==> src/rtl/conv_tile_sched.sv <==
// Raster scheduler for the conv -> quant datapath: issues one window per output
// pixel under credit flow control and streams results out of an in-order FIFO.
module conv_tile_sched #(
  parameter int DIM_W      = 6,
  parameter int FIFO_DEPTH = 16
) (
  input  logic             clk,
  input  logic             rst_n,
  input  logic             go,
  input  logic [DIM_W-1:0] cfg_rows,
  input  logic [DIM_W-1:0] cfg_cols,
  output logic             busy,
  output logic             done,
  output logic             win_valid,
  output logic [DIM_W-1:0] win_row,
  output logic [DIM_W-1:0] win_col,
  input  logic             q_finish,
  input  logic [7:0]       q_result,
  output logic             out_valid,
  input  logic             out_ready,
  output logic [7:0]       out_data,
  output logic [DIM_W-1:0] out_row,
  output logic [DIM_W-1:0] out_col,
  output logic             out_last,
  output logic             err,
  output logic [1:0]       state_dbg
);
  localparam int PW = $clog2(FIFO_DEPTH);
  localparam int CW = PW + 1;

  typedef enum logic [1:0] {IDLE = 2'd0, ISSUE = 2'd1, DRAIN = 2'd2} state_t;

  // Handshake: a result leaves the FIFO on any cycle where out_valid && out_ready
  // are both high; out_valid never depends on out_ready.
  state_t           state, state_nx;
  logic [DIM_W-1:0] rows_q, cols_q;
  logic [CW-1:0]    credits, count;
  logic [PW-1:0]    wr_ptr, rd_ptr;
  logic [7:0]       mem [FIFO_DEPTH];
  logic             start, issue, issue_last, pop, push, full, err_set;

  assign issue_last = (win_row == rows_q) && (win_col == cols_q);
  assign out_valid  = (count != '0);
  assign pop        = out_valid && out_ready;
  assign full       = (count == CW'(FIFO_DEPTH));
  assign push       = q_finish && (state != IDLE) && (!full || pop);
  assign err_set    = q_finish && ((state == IDLE) || (full && !pop));
  assign out_last   = out_valid && (out_row == rows_q) && (out_col == cols_q);
  assign out_data   = out_valid ? mem[rd_ptr] : 8'd0;
  assign busy       = (state != IDLE);
  assign win_valid  = issue;
  assign state_dbg  = state;

  always_ff @(posedge clk or negedge rst_n) begin
    if (!rst_n) state <= IDLE;
    else        state <= state_nx;
  end

  always_comb begin
    state_nx = state;
    start    = 1'b0;
    issue    = 1'b0;
    case (state)
      IDLE: if (go) begin
        start    = 1'b1;
        state_nx = ISSUE;
      end
      ISSUE: begin
        // Registered credits only: a pop this cycle frees a slot next cycle.
        issue = (credits < CW'(FIFO_DEPTH));
        if (issue && issue_last) state_nx = DRAIN;
      end
      DRAIN: if (pop && out_last) state_nx = IDLE;
      default: state_nx = IDLE;
    endcase
  end

  always_ff @(posedge clk or negedge rst_n) begin
    if (!rst_n) begin
      rows_q  <= '0;
      cols_q  <= '0;
      win_row <= '0;
      win_col <= '0;
      out_row <= '0;
      out_col <= '0;
      done    <= 1'b0;
      err     <= 1'b0;
    end else begin
      done <= (state == DRAIN) && pop && out_last;
      if (err_set) err <= 1'b1;
      if (start) begin
        rows_q  <= cfg_rows;
        cols_q  <= cfg_cols;
        win_row <= '0;
        win_col <= '0;
        out_row <= '0;
        out_col <= '0;
      end else begin
        if (issue) begin
          if (win_col == cols_q) begin
            win_col <= '0;
            win_row <= win_row + DIM_W'(1);
          end else begin
            win_col <= win_col + DIM_W'(1);
          end
        end
        if (pop) begin
          if (out_col == cols_q) begin
            out_col <= '0;
            out_row <= out_row + DIM_W'(1);
          end else begin
            out_col <= out_col + DIM_W'(1);
          end
        end
      end
    end
  end

  always_ff @(posedge clk or negedge rst_n) begin
    if (!rst_n) begin
      credits <= '0;
      count   <= '0;
      wr_ptr  <= '0;
      rd_ptr  <= '0;
    end else begin
      case ({issue, pop})
        2'b10:   credits <= credits + CW'(1);
        2'b01:   credits <= credits - CW'(1);
        default: credits <= credits;
      endcase
      case ({push, pop})
        2'b10:   count <= count + CW'(1);
        2'b01:   count <= count - CW'(1);
        default: count <= count;
      endcase
      if (push) wr_ptr <= wr_ptr + PW'(1);
      if (pop)  rd_ptr <= rd_ptr + PW'(1);
    end
  end

  always_ff @(posedge clk) begin
    if (push) mem[wr_ptr] <= q_result;
  end

endmodule

==> config.mk <==
export PLATFORM = sky130hd
export DESIGN_NAME = conv_tile_sched
export DESIGN_NICKNAME = d
export VERILOG_FILES = /design/src/rtl/conv_tile_sched.sv
export SDC_FILE = /design/constraint.sdc
export NUM_CORES = 1
export LEC_CHECK = 0
export CAP_MARGIN = 20
export CELL_PAD_IN_SITES_DETAIL_PLACEMENT = 0
export CELL_PAD_IN_SITES_GLOBAL_PLACEMENT = 1
export CORE_MARGIN = 2
export CORE_UTILIZATION = 50
export CTS_CLUSTER_SIZE = 25
export DETAILED_ROUTE_END_ITERATION = 8
export PLACE_DENSITY_LB_ADDON = 0.1
export SETUP_SLACK_MARGIN = 0.02
export SLEW_MARGIN = 20
export SYNTH_ARGS = -nofsm -noshare
export SYNTH_HDL_FRONTEND = slang
export SYNTH_SLANG_ARGS = --single-unit
==> constraint.sdc <==
create_clock -name clk -period 8.8 [get_ports clk]
set_clock_uncertainty 0.2 [all_clocks]
set_input_delay 1.76 -clock clk [delete_from_list [all_inputs] [get_ports clk]]
set_output_delay 1.76 -clock clk [all_outputs]
set_load 0.005 [all_outputs]
==> flow_metrics.py, run 1 <==
metrics = {
    "global_route": {
        "grt_pass1_vias": 5050,
        "gr-total-overflow": 0,
        "gr-usage-all-layers_pct": 20.7,
        "grt_pass1_wl_mm": 27.4,
        "grt_max_degree": 59,
        "antenna_found_initial": 0,
    },
    "logic_synthesis": {
        "synthArstFlopShare_pct": 31.2,
        "syn_nets": 597,
        "yosysTopAreaCell": "edfxtp_1",
        "synth.most_common_cell": "edfxtp_1",
        "ys_warn_count": 0,
        "synth_edf_count": 128,
        "syn_area_um2": 8200,
        "yosys-top-cells-area": "edfxtp_1 47%, dfrtp_1 18%, mux4_2 8.8%",
        "yosys_most_used_dff": "edfxtp_1",
        "synth-seq-area-share_pct": 64.6,
        "synth.ff_latch_count": 186,
        "yosys.area.top_type_share_pct": 46.9,
        "netlist_top_cells_count": "128 x edfxtp_1, 65 x nand2_1, 58 x dfrtp_1",
        "ys_types": 51,
        "syn_area_per_cell_um2": 14.8,
        "synthCells": 555,
    },
    "critical_path": {
        "path_cells": "buf_4 -> mux4_2 -> mux2i_1 -> o22ai_1 -> clkdlybuf4s50_1",
        "reg2reg_setup_slack_ps": 5620,
        "slowest_stage": "dfrtp_2",
        "worstPathArrival_ps": 3080,
        "rr_worst_depth": 10,
        "r2r-start": "count[1]",
        "cp-start-kind": "flip-flop",
        "worstPathMaxFanout": 19,
        "cp_slowest_stage_delay_ps": 710,
        "critPathKind": "flip-flop to output pin",
        "critPathTopFamily": "buffers and inverters",
        "reg2reg_to": "credits[4]",
        "crit_start": "rd_ptr[0]",
        "cp.depth": 5,
        "worstSetupEndpoint": "out_data[0]",
        "required_ps": 6840,
        "crit_path_end_kind": "output pin",
        "crit_buf_inv": 2,
    },
    "floorplan": {
        "ios": 65,
        "core_um2": 15900,
        "die_area_um2": 17400,
        "die_h_um": 132,
        "initial_core_util_pct": 51.4,
        "num_rows": 46,
        "die_w_um": 132,
    },
    "pwr": {
        "p_int_mw": 2.03,
        "p_sw_share_pct": 34.3,
        "power.total_mw": 3.08,
        "peakVddDrop_v": 0.000181,
        "p_seq_share_pct": 43.2,
        "p_sw_mw": 1.06,
        "powerDensity_nw_per_um2": 321,
        "comb_power_share_pct": 33.4,
        "p_leak_nw": 3.62,
        "p_clk_share_pct": 23.4,
    },
    "detailed_routing": {
        "route.met2.wl_mm": 8.72,
        "firstDrtPassIters": 5,
        "avgViaCountPerCell": 5.60,
        "dr_total_vias": 4759,
        "drt_iter0_markers": 315,
        "remaining_drc_errors": 0,
        "met3WireLength_um": 752,
        "ant_nets": 0,
        "drt-met1-wl_mm": 7.35,
        "wl_mm": 17.1,
        "routedWlPerCell_um": 20.1,
        "top_layer_used": "met4",
    },
    "clocking": {
        "hold_buffers": 0,
        "cts_sinks": 186,
        "cts-root-buf": "clkbuf_16",
        "postCtsSetupBuffers": 0,
        "clk_path_buf_depth": 2,
        "clkTransAtPathRegs_ps": 70,
        "clk_latency_ps": 430,
        "htree_levels": 4,
        "numCtsBuffers": 17,
        "cts_tree": "built",
        "cts-resized-gates": 0,
    },
    "timing": {
        "fmax_mhz": 199,
        "grt_setup_unrepaired": "no",
        "hold-worst-slack_ps": 301,
        "hold_violations": 0,
        "setup_viol": 0,
        "max_slew_margin_pct": 27.7,
        "slew_viol_final": 0,
        "tightestPinTransition_ps": 1080,
        "fin_crit_ps": 5040,
        "finalSetupTns_ps": 0,
        "min_period_over_period_pct": 57.2,
    },
    "run": {
        "drv_cap": 0,
    },
    "final_layout": {
        "syn_to_final_growth_pct": 17.3,
        "drive_above_1_share_pct": 13.7,
        "fin_nets": 663,
        "num-fill-cells": 1230,
        "diodes": 0,
    },
    "outcome": {
        "run_status": "completed",
    },
    "placed_design": {
        "place_congestion": 0.767,
        "portBuffers": 64,
        "hpwl_mm": 11.5,
    },
    "min_path": {
        "hp-class": "flip-flop to flip-flop",
    },
}
worst reg2reg max path, delay by kind of cell, from the launching register on:
family	cells	cell delay, ps
compound gates	4	810
simple gates	1	570
fa+ha+maj	2	550
flops	1	420
xor+xnor	2	380
buf+inv	1	150
per-layer routing:
layer | GRT usage, % | vias up
met5 | 0 | -
met4 | 7.19 | 0
met3 | 4.73 | 21
met2 | 35.3 | 129
met1 | 26.0 | 2408
li1 | - | 2201
worst min path at each step:
stage,slack [ps],cells after the start,endpoint,start
final,300,1,err,err
after detailed placement,270,1,err,err
after floorplan,250,1,err,err
after global routing,320,1,err,err
after CTS,300,1,err,err
after global placement,260,1,err,err
cell usage in the layout (no fill, tap or decap), drive strengths merged, types with 2 or more instances in the layout:
master and n:
buf 4, o31ai 3, dfrtp 58, mux2i 20, nand2 67, a31oi 3, or3 3, nor2 21
clkinv 6, and2 11, mux4 32, clkinvlp 2, edfxtp 128, inv 27, a21oi 10, xor2 32
clkdlybuf4s50 63, nand4 10, ha 16, xnor2 17, o21ai 17, nor4 7, o2bb2ai 2, nor3 10
o22ai 8, a31o 3, nand3 8, a21o 4, and3 3, clkbuf 17, nand2b 7, mux2 3
sequential cells by signal, summed over array words and instances (netlist names), 4 cells and up:
signal,flops
cols_q,6
count,5
credits,5
mem,128
out_col,6
out_row,6
rd_ptr,4
rows_q,6
win_col,6
win_row,6
wr_ptr,4
metrics by stage:
stage	area [um2]	utilization, %	worst slack, ps	std cells
6_report	9620	60.3	3760	850
5_1_grt	9620	60.3	3550	850
4_1_cts	9600	60.2	3660	850
3_5_place_dp	9050	56.7	4080	818
3_3_place_gp	9040	56.7	4170	818
2_1_floorplan	8200	-	5080	555
power groups by stage:
stage	registers, mW	logic (mW)	clock network (mW)
3_5_place_dp	1.35	1.03	0
3_3_place_gp	1.34	1.01	0
5_1_grt	1.36	1.13	0.764
2_1_floorplan	1.23	0.768	0
4_1_cts	1.34	1.04	0.733
6_report	1.33	1.03	0.720
layout make-up:
class,count,area (um2),share of cell area (%)
sequential,186,5300,55.1
multi-input combinational,329,2760,28.7
timing repair buffer,67,658,6.84
clock buffer,17,425,4.42
tap,216,270,2.81
clock inverter,15,130,1.35
inverter,20,77.6,0.807
logic make-up after synthesis:
logic type,after synthesis,synth area share [%]
and+or+nand+nor,151,9.12
AOI/OAI and AO/OA,57,4.61
DFF,186,64.6
muxes,55,11.7
adders and majority gates,17,2.68
buffers and inverters,40,2.06
xor gates and xnor gates,49,5.23
Note: power is estimated with default switching activity, not from simulation.
==> run 2: changes to the inputs <==
--- a/config.mk
+++ b/config.mk
@@ -9,7 +9,7 @@
 export CELL_PAD_IN_SITES_DETAIL_PLACEMENT = 0
 export CELL_PAD_IN_SITES_GLOBAL_PLACEMENT = 1
 export CORE_MARGIN = 2
-export CORE_UTILIZATION = 50
+export CORE_UTILIZATION = 44
 export CTS_CLUSTER_SIZE = 25
 export DETAILED_ROUTE_END_ITERATION = 8
 export PLACE_DENSITY_LB_ADDON = 0.1
==> constraint.sdc (replaced) <==
create_clock -name clk -period 4.2 [get_ports clk]
set_clock_uncertainty 0.2 [all_clocks]
set_input_delay 0.84 -clock clk [delete_from_list [all_inputs] [get_ports clk]]
set_output_delay 0.84 -clock clk [all_outputs]
set_load 0.005 [all_outputs]
==> run 2 against run 1 <==
Against the previous run: highest routed layer unchanged; power increased by 110%; via count shrank 0.44%; critical path type unchanged; register-to-register slack lost 4500 ps; critical endpoint is now out_data[5]; sequential power increased by 110%.
==> flow_metrics.py, run 2 (synthesized netlist as in run 1, its figures left out) <==
metrics = {
    "outcome": {
        "run_status": "completed",
    },
    "pwr": {
        "comb_power_share_pct": 34.8,
        "p_seq_share_pct": 41.8,
        "p_sw_share_pct": 34.2,
        "p_leak_nw": 3.66,
        "p_clk_share_pct": 23.4,
        "power.total_mw": 6.52,
        "p_sw_mw": 2.23,
        "p_int_mw": 4.29,
        "peakVddDrop_v": 0.000329,
        "powerDensity_nw_per_um2": 672,
    },
    "run": {
        "drv_cap": 0,
    },
    "final_layout": {
        "syn_to_final_growth_pct": 18.3,
        "multi_input_comb_area_um2": 2740,
        "num-fill-cells": 1523,
        "regMostFlops": "mem",
        "drive_above_1_share_pct": 14.2,
        "fin_nets": 672,
        "mostFrequentLayoutCell": "edfxtp_1",
        "layout.cells.most_common_list": "128 x edfxtp_1, 65 x nand2_1, 63 x clkdlybuf4s50_1",
        "diodes": 0,
        "regArea_um2": 5300,
        "largest_reg_flops": 128,
    },
    "critical_path": {
        "required_ps": 3160,
        "rr_worst_depth": 10,
        "slowest_stage": "dfrtp_2",
        "cp-start-kind": "flip-flop",
        "worstSetupEndpoint": "out_data[5]",
        "path_cells": "buf_4 -> mux4_2 -> mux2i_1 -> o22ai_1 -> clkdlybuf4s50_1",
        "reg2reg_setup_slack_ps": 1090,
        "worstPathArrival_ps": 2750,
        "r2r-start": "count[1]",
        "crit_start": "rd_ptr[0]",
        "reg2reg_to": "credits[4]",
        "worstPathMaxFanout": 15,
        "cp_slowest_stage_delay_ps": 700,
        "crit_path_end_kind": "output pin",
        "critPathKind": "flip-flop to output pin",
    },
    "min_path": {
        "hp-class": "input pin to asynchronous set/reset pin",
    },
    "clocking": {
        "cts_tree": "built",
        "cts-resized-gates": 0,
        "clkTransAtPathRegs_ps": 70,
        "numCtsBuffers": 17,
        "cts-root-buf": "clkbuf_16",
        "htree_levels": 4,
        "cts_sinks": 186,
        "hold_buffers": 0,
        "clk_path_buf_depth": 2,
        "postCtsSetupBuffers": 0,
        "clk_latency_ps": 430,
    },
    "timing": {
        "final.setup.worst_slack_ps": 413,
        "setup_viol": 0,
        "hold_violations": 0,
        "slew_viol_final": 0,
        "min_period_over_period_pct": 90.2,
        "max_slew_margin_pct": 44.3,
        "hold-worst-slack_ps": 148,
        "tightestPinTransition_ps": 835,
        "fmax_mhz": 264,
        "finalSetupTns_ps": 0,
        "grt_setup_unrepaired": "no",
        "fin_crit_ps": 3790,
    },
    "placed_design": {
        "hpwl_mm": 12.4,
        "portBuffers": 64,
        "place_congestion": 0.827,
        "post-place-ws_ps": 700,
    },
    "detailed_routing": {
        "wl_mm": 17.7,
        "avgViaCountPerCell": 5.43,
        "top_layer_used": "met4",
        "routedWlPerCell_um": 20.3,
        "met3WireLength_um": 696,
        "route.met2.wl_mm": 8.96,
        "dr_total_vias": 4738,
        "ant_nets": 0,
        "drt_iter0_markers": 228,
        "drt-met1-wl_mm": 7.80,
        "remaining_drc_errors": 0,
        "firstDrtPassIters": 4,
    },
    "global_route": {
        "grt_pass1_vias": 4968,
        "gr-total-overflow": 0,
        "antenna_found_initial": 0,
        "gr-usage-all-layers_pct": 18.9,
        "grt_pass1_wl_mm": 28.1,
        "grt_max_degree": 33,
    },
    "floorplan": {
        "core_um2": 18100,
        "die_area_um2": 19700,
        "die_w_um": 141,
        "ios": 65,
        "initial_core_util_pct": 45.2,
        "die_h_um": 141,
        "num_rows": 49,
    },
}
run 2: cell types whose count changed in the layout (fill, tap and decap cells not counted), sizes merged:
| cell | previous run | this run |
|---|---|---|
| clkinv | 6 | 3 |
| clkinvlp | 2 | 5 |
| inv | 27 | 26 |
| buf | 4 | 13 |
| clkbuf | 17 | 18 |
run 2: power groups by stage:
stage,sequential (mW),clock [mW],combinational (mW)
final,2.73,1.53,2.27
after global routing,2.79,1.62,2.51
after CTS,2.74,1.56,2.31
after detailed placement,2.77,0,2.30
after global placement,2.76,0,2.25
after floorplan,2.57,0,1.61
run 2: final cells by class:
cell class                      count  area share, %
Clock inverter                     14           1.42
Timing Repair Buffer               76           7.61
Sequential cell                   186           54.6
Inverter                           20          0.799
Clock buffer                       18           4.42
Multi-Input combinational cell    329           28.2
Tap cell                          229           2.95
run 2: stage by stage:
stage               cell area, um2  instances  utilization (%)
floorplan                     8200        555                -
global placement              9140        840             50.3
detailed placement            9140        840             50.3
CTS                           9700        872             53.5
global route                  9700        872             53.5
finish                        9700        872             53.5
run 2: routing by layer:
layer	up-vias	global-route usage (%)
li1	2225	-
met1	2397	24.6
met2	97	32.4
met3	19	3.59
met4	0	5.84
met5	-	0
run 2: worst min-delay path by stage:
| stage | cells past startpoint | startpoint | to | slack [ps] |
|---|---|---|---|---|
| after global routing | 1 | rst_n | out_row[3] | 160 |
| final | 1 | rst_n | rows_q[1] | 150 |
| after floorplan | 1 | err | err | 250 |
| after detailed placement | 1 | err | err | 250 |
| after global placement | 1 | err | err | 280 |
| after CTS | 1 | rst_n | out_row[2] | 150 |
run 2: critical path: cells and delay by family (launching register included):
kind,cells,cell delay (ps)
buffers and inverters,2,750
muxes,2,740
DFF,1,700
AOI/OAI and AO/OA,1,130
==> run 3: changes to the inputs <==
--- a/config.mk
+++ b/config.mk
@@ -5,7 +5,6 @@
 export SDC_FILE = /design/constraint.sdc
 export NUM_CORES = 1
 export LEC_CHECK = 0
-export CAP_MARGIN = 20
 export CELL_PAD_IN_SITES_DETAIL_PLACEMENT = 0
 export CELL_PAD_IN_SITES_GLOBAL_PLACEMENT = 1
 export CORE_MARGIN = 2
==> results of run 3 <==
Final layout, timing and power as in run 2 (identical DEF).
